File: src/rtl/uart_rx_controller_pkg.sv
// Shared definitions for the UART receive controller.
// State encodings and framing constants.
package uart_rx_controller_pkg;

    // 5.76 MHz / 115200 baud = 50 clk per bit
    localparam int UART_CLKS_PER_BIT = 50;
    localparam int UART_DATA_BITS    = 8;

    typedef enum logic [2:0] {
        IDLE  = 3'd0,
        START = 3'd1,
        DATA  = 3'd2,
        STOP  = 3'd3,
        WRITE = 3'd4,
        BREAK = 3'd5
    } rx_state_t;

endpackage

File: src/rtl/uart_rx_controller_sync.sv
// Two-flop synchroniser for an asynchronous input.
// Resets to 1 so an idle-high line reads idle.
module uart_rx_sync (
    input  logic clk,
    input  logic reset_b,
    input  logic d,
    output logic q
);

    logic meta;

    always_ff @(posedge clk or negedge reset_b) begin
        if (!reset_b) begin
            meta <= 1'b1;
            q    <= 1'b1;
        end else begin
            meta <= d;
            q    <= meta;
        end
    end

endmodule

File: src/rtl/uart_rx_controller.sv
// 8N1 UART receiver: mid-bit sampling, stop-bit check,
// one-cycle FIFO write strobe and error pulses.
module uart_rx_controller
    import uart_rx_controller_pkg::*;
#(
    parameter int CLKS_PER_BIT = UART_CLKS_PER_BIT,
    parameter int CNT_W        = 6
) (
    input  logic       clk,
    input  logic       reset_b,
    input  logic       rx,
    input  logic       full,
    output logic [7:0] data_out,
    output logic       write_en,
    output logic       framing_error,
    output logic       overrun_error,
    output logic       busy
);

    localparam logic [CNT_W-1:0] HALF = CNT_W'(CLKS_PER_BIT / 2 - 1);
    localparam logic [CNT_W-1:0] LAST = CNT_W'(CLKS_PER_BIT - 1);

    rx_state_t                     state;
    logic                          rx_s;
    logic [CNT_W-1:0]              cnt;
    logic [2:0]                    bit_idx;
    logic [UART_DATA_BITS-1:0]     shift;

    uart_rx_sync u_sync (
        .clk     (clk),
        .reset_b (reset_b),
        .d       (rx),
        .q       (rx_s)
    );

    assign busy = (state != IDLE);

    always_ff @(posedge clk or negedge reset_b) begin
        if (!reset_b) begin
            state         <= IDLE;
            cnt           <= '0;
            bit_idx       <= '0;
            shift         <= '0;
            data_out      <= '0;
            write_en      <= 1'b0;
            framing_error <= 1'b0;
            overrun_error <= 1'b0;
        end else begin
            write_en      <= 1'b0;
            framing_error <= 1'b0;
            overrun_error <= 1'b0;
            cnt           <= cnt + CNT_W'(1);
            unique case (state)
                IDLE: begin
                    cnt     <= '0;
                    bit_idx <= '0;
                    if (!rx_s)
                        state <= START;
                end
                START: begin
                    if (cnt == HALF) begin
                        cnt   <= '0;
                        state <= rx_s ? IDLE : DATA;
                    end
                end
                DATA: begin
                    if (cnt == LAST) begin
                        cnt     <= '0;
                        shift   <= {rx_s, shift[7:1]};
                        bit_idx <= bit_idx + 3'd1;
                        if (bit_idx == 3'd7)
                            state <= STOP;
                    end
                end
                STOP: begin
                    if (cnt == LAST) begin
                        cnt <= '0;
                        if (!rx_s) begin
                            framing_error <= 1'b1;
                            state         <= BREAK;
                        end else if (full) begin
                            overrun_error <= 1'b1;
                            state         <= IDLE;
                        end else begin
                            data_out <= shift;
                            state    <= WRITE;
                        end
                    end
                end
                WRITE: begin
                    write_en <= 1'b1;
                    state    <= IDLE;
                end
                BREAK: begin
                    // a held-low line must not look like a new start bit
                    if (rx_s)
                        state <= IDLE;
                end
                default: state <= IDLE;
            endcase
        end
    end

endmodule

File: config.mk
export PLATFORM = sky130hd
export DESIGN_NAME = uart_rx_controller
export DESIGN_NICKNAME = d
export VERILOG_FILES = /design/src/rtl/uart_rx_controller_pkg.sv /design/src/rtl/uart_rx_controller_sync.sv /design/src/rtl/uart_rx_controller.sv
export SDC_FILE = /design/constraint.sdc
export NUM_CORES = 1
export LEC_CHECK = 0
export CAP_MARGIN = 40
export CORE_ASPECT_RATIO = 0.7
export CORE_MARGIN = 2
export CORE_UTILIZATION = 45
export CTS_CLUSTER_DIAMETER = 100
export DETAILED_ROUTE_END_ITERATION = 10
export PLACE_DENSITY = 0.76
export SLEW_MARGIN = 5
export SYNTH_ARGS = -nofsm -noshare
export SYNTH_HDL_FRONTEND = slang
export SYNTH_SLANG_ARGS = --single-unit
File: constraint.sdc
create_clock -name clk -period 2 [get_ports clk]
set_input_delay 0.4 -clock clk [delete_from_list [all_inputs] [get_ports clk]]
set_output_delay 0.4 -clock clk [all_outputs]
set_load 0.1 [all_outputs]
==> results.json <==
{
  "clock_skew_ns": 0.007065,
  "clk_pin_slew_ns": 0.06,
  "critPathTopFamily": "simple AND/OR/NAND/NOR gates",
  "synth_area_leader_cell": "dfrtp_1",
  "synth_cell_types": 35,
  "critPathLaunchType": "flip-flop",
  "area_growth_pct": 29.15,
  "grt_pass1_vias": 1047,
  "tightest_slew_ns": 0.4943,
  "setup_viol_count_final": 8,
  "cts-root-buf": "clkbuf_8",
  "whs_ns": 0.3642,
  "synth-seq-cells": 33,
  "grt_pass1_wl_microns": 4988,
  "yosys-top-cells-count": "dfrtp_1 (31), nor2_1 (11), mux2_4 (8), nand2_1 (8), mux2_2 (7)",
  "clock_latency_ns": 0.29,
  "required_ns": 2.17,
  "numCtsBuffers": 5,
  "fin_util": 0.6139,
  "drc_errors": 0,
  "syn_inst": 123,
  "drt_iter0_markers": 53,
  "rows": 17,
  "fin_area_sq_mm": 0.001946,
  "antenna_left": 0,
  "hpwl_microns": 2096,
  "seqCellArea_sq_um": 829.5,
  "grt_max_degree": 34,
  "avgRoutedWirePerCell_microns": 14.93,
  "p_total_uw": 1591,
  "layout.nets": 170,
  "async_flop_share": 1.000,
  "syn_avg_cell_area_sq_um": 12.25,
  "rsz0062_at_grt": "yes",
  "routabilityCongestion": 0.9496,
  "initial_core_util": 0.4753,
  "rrSetupSlack_ns": -0.13,
  "pwr_density_cell_mw_per_mm2": 817.6,
  "overflow": 0,
  "yosysWarnings": 0,
  "path_cells": "inv_2, ha_4, nand2_2, or4_4, or4_4, mux2_4",
  "period_needed_ns": 2.128,
  "synth_area_leaders": "dfrtp_1 (51%), mux2_4 (8.0%), mux2_2 (5.2%)",
  "synth_nets": 132,
  "final_max_slew_viol_count": 0,
  "ys_seq_area_frac": 0.5498,
  "dr.pass1.iters": 4,
  "finalCritPeriodShare": 1.064,
  "fillCellCount": 242,
  "r2r_start": "cnt[1]$_DFF_PN0_",
  "synth_top_area_share": 0.5150,
  "max_freq_mhz": 469.9,
  "hold_violations": 0,
  "cts_num_sinks": 33,
  "cp_slowest_cell": "or4_4",
  "ios": 16,
  "drive_gt1_frac": 0.4012,
  "hold_start": "u_sync.meta$_DFF_PN1_",
  "violations": "setup timing",
  "synth_flop_cell": "dfrtp_1",
  "worst_slack_ns": -0.1283,
  "grt_antenna_before_repair": 0,
  "cts_tree": "built",
  "critical-path-max-stage-delay_ns": 0.54,
  "holdPathEnd": "u_sync.q$_DFF_PN1_",
  "ff2ff_path_depth": 6,
  "status": "finished, violations left",
  "clockBufferDepth": 2,
  "dieArea_sq_mm": 0.003834,
  "dr_total_vias": 1082,
  "place_ws_ns": -0.1873,
  "core_area_sq_mm": 0.003169,
  "hp-class": "flip-flop to flip-flop",
  "synth_edf_count": 0,
  "crit_type": "flip-flop to flip-flop",
  "cp_max_fo": 8,
  "cp.arrival_ns": 2.30,
  "cp-startpoint": "cnt[1]$_DFF_PN0_",
  "hold_path_depth": 0,
  "r2r-end": "data_out[7]$_DFFE_PN0P_",
  "synth_area_sq_mm": 0.001506,
  "p_leak_uw": 0.0009734,
  "crit_path_frequent_cell": "or4_4",
  "maxSlewHeadroom": 0.6679,
  "htree_num_levels": 2,
  "synth_most_common_cell": "dfrtp_1",
  "chipHeight_microns": 52.41,
  "maxCapViolCount": 0,
  "port_buffers": 15,
  "hold_buffers": 0,
  "path_buf_inv": 1,
  "die_x_microns": 73.16,
  "routed_wl_microns": 2985,
  "ir_worst_vdd_v": 0.0006725,
  "multiInputGateArea_sq_um": 635.6,
  "routed_via_density": 5.410,
  "postPlaceCellArea_sq_mm": 0.001780,
  "diodes": 0,
  "end_kind": "flip-flop",
  "grtUsageTotal": 0.1834
}
[where the power goes]
| group | internal [uW] | total (uW) | switching [uW] |
|---|---|---|---|
| registers | 694 | 717 | 23.3 |
| clock network | 406 | 641 | 235 |
| logic | 118 | 232 | 114 |
| total | 1220 | 1590 | 373 |
[state kept, by name, summed over array words and instances, names as in the netlist]
name,flops
data_out,8
bit_idx,3
u_sync.meta,1
state,3
write_en,1
shift,8
overrun_error,1
u_sync.q,1
cnt,6
framing_error,1
[stage by stage]
stage                     setup TNS (ns)  std cells
final                            -0.9680        200
after global routing              -1.283        200
after CTS                        -0.9752        196
after detailed placement          -1.472        187
after global placement            -1.090        187
after floorplan                   -1.331        123
[how the worst max path moves through the flow]
stage	endpoint	slack (ns)	depth (start not counted)
after global routing	data_out[7]$_DFFE_PN0P_	-0.16	6
after global placement	data_out[6]$_DFFE_PN0P_	-0.14	6
after detailed placement	data_out[0]$_DFFE_PN0P_	-0.19	6
final	data_out[7]$_DFFE_PN0P_	-0.13	6
after floorplan	data_out[0]$_DFFE_PN0P_	-0.17	7
after CTS	data_out[7]$_DFFE_PN0P_	-0.13	6
[cell type report]
cell class / count / share of cell area
clock inverter: 1 / 0.01543
inverter: 5 / 0.009646
sequential: 33 / 0.4264
timing repair buffer: 37 / 0.1531
tap: 38 / 0.02444
multi-input combinational: 79 / 0.3267
clock buffer: 7 / 0.04437
[timing repair]
item / in CTS / in global routing
setup buffers: 1 / 4
pin swaps: 0 / 0
setup endpoints to repair: 9 / 9
resized for setup: 3 / 0
[layout by cell type (no fill, tap or decap), types with 2 or more instances in the layout]
master           count
buf_4               33
dfrtp_1             30
nor2_1              11
mux2_4               8
nand2_1              7
mux2_2               7
clkbuf_8             6
o21ai_0              5
inv_1                4
nand3_1              4
ha_1                 4
xor2_1               3
clkdlybuf4s50_1      3
or3_1                2
nor2b_1              2
xnor2_1              2
nand2b_1             2
or4_4                2
o221ai_1             2
a31oi_1              2
dfstp_2              2
[cell families (layout without fill, tap and decap cells)]
group,after synthesis,in the layout,synth area share
and+or+nand+nor,39,39,0.1420
AOI/OAI and AO/OA,15,15,0.06728
buffers and inverters,11,50,0.03820
xor gates and xnor gates,5,5,0.02908
adders and majority gates,5,5,0.04153
DFF,33,33,0.5498
muxes,15,15,0.1321
[metal layers]
metal  vias up  GRT usage  share of wire
li1        510          -              -
met2        25     0.2568           0.46
met4         0     0.1204          0.036
met1       536     0.2438           0.46
met3        11    0.05769          0.049
met5         -          0              0
Power figures use the tool's default switching activity.
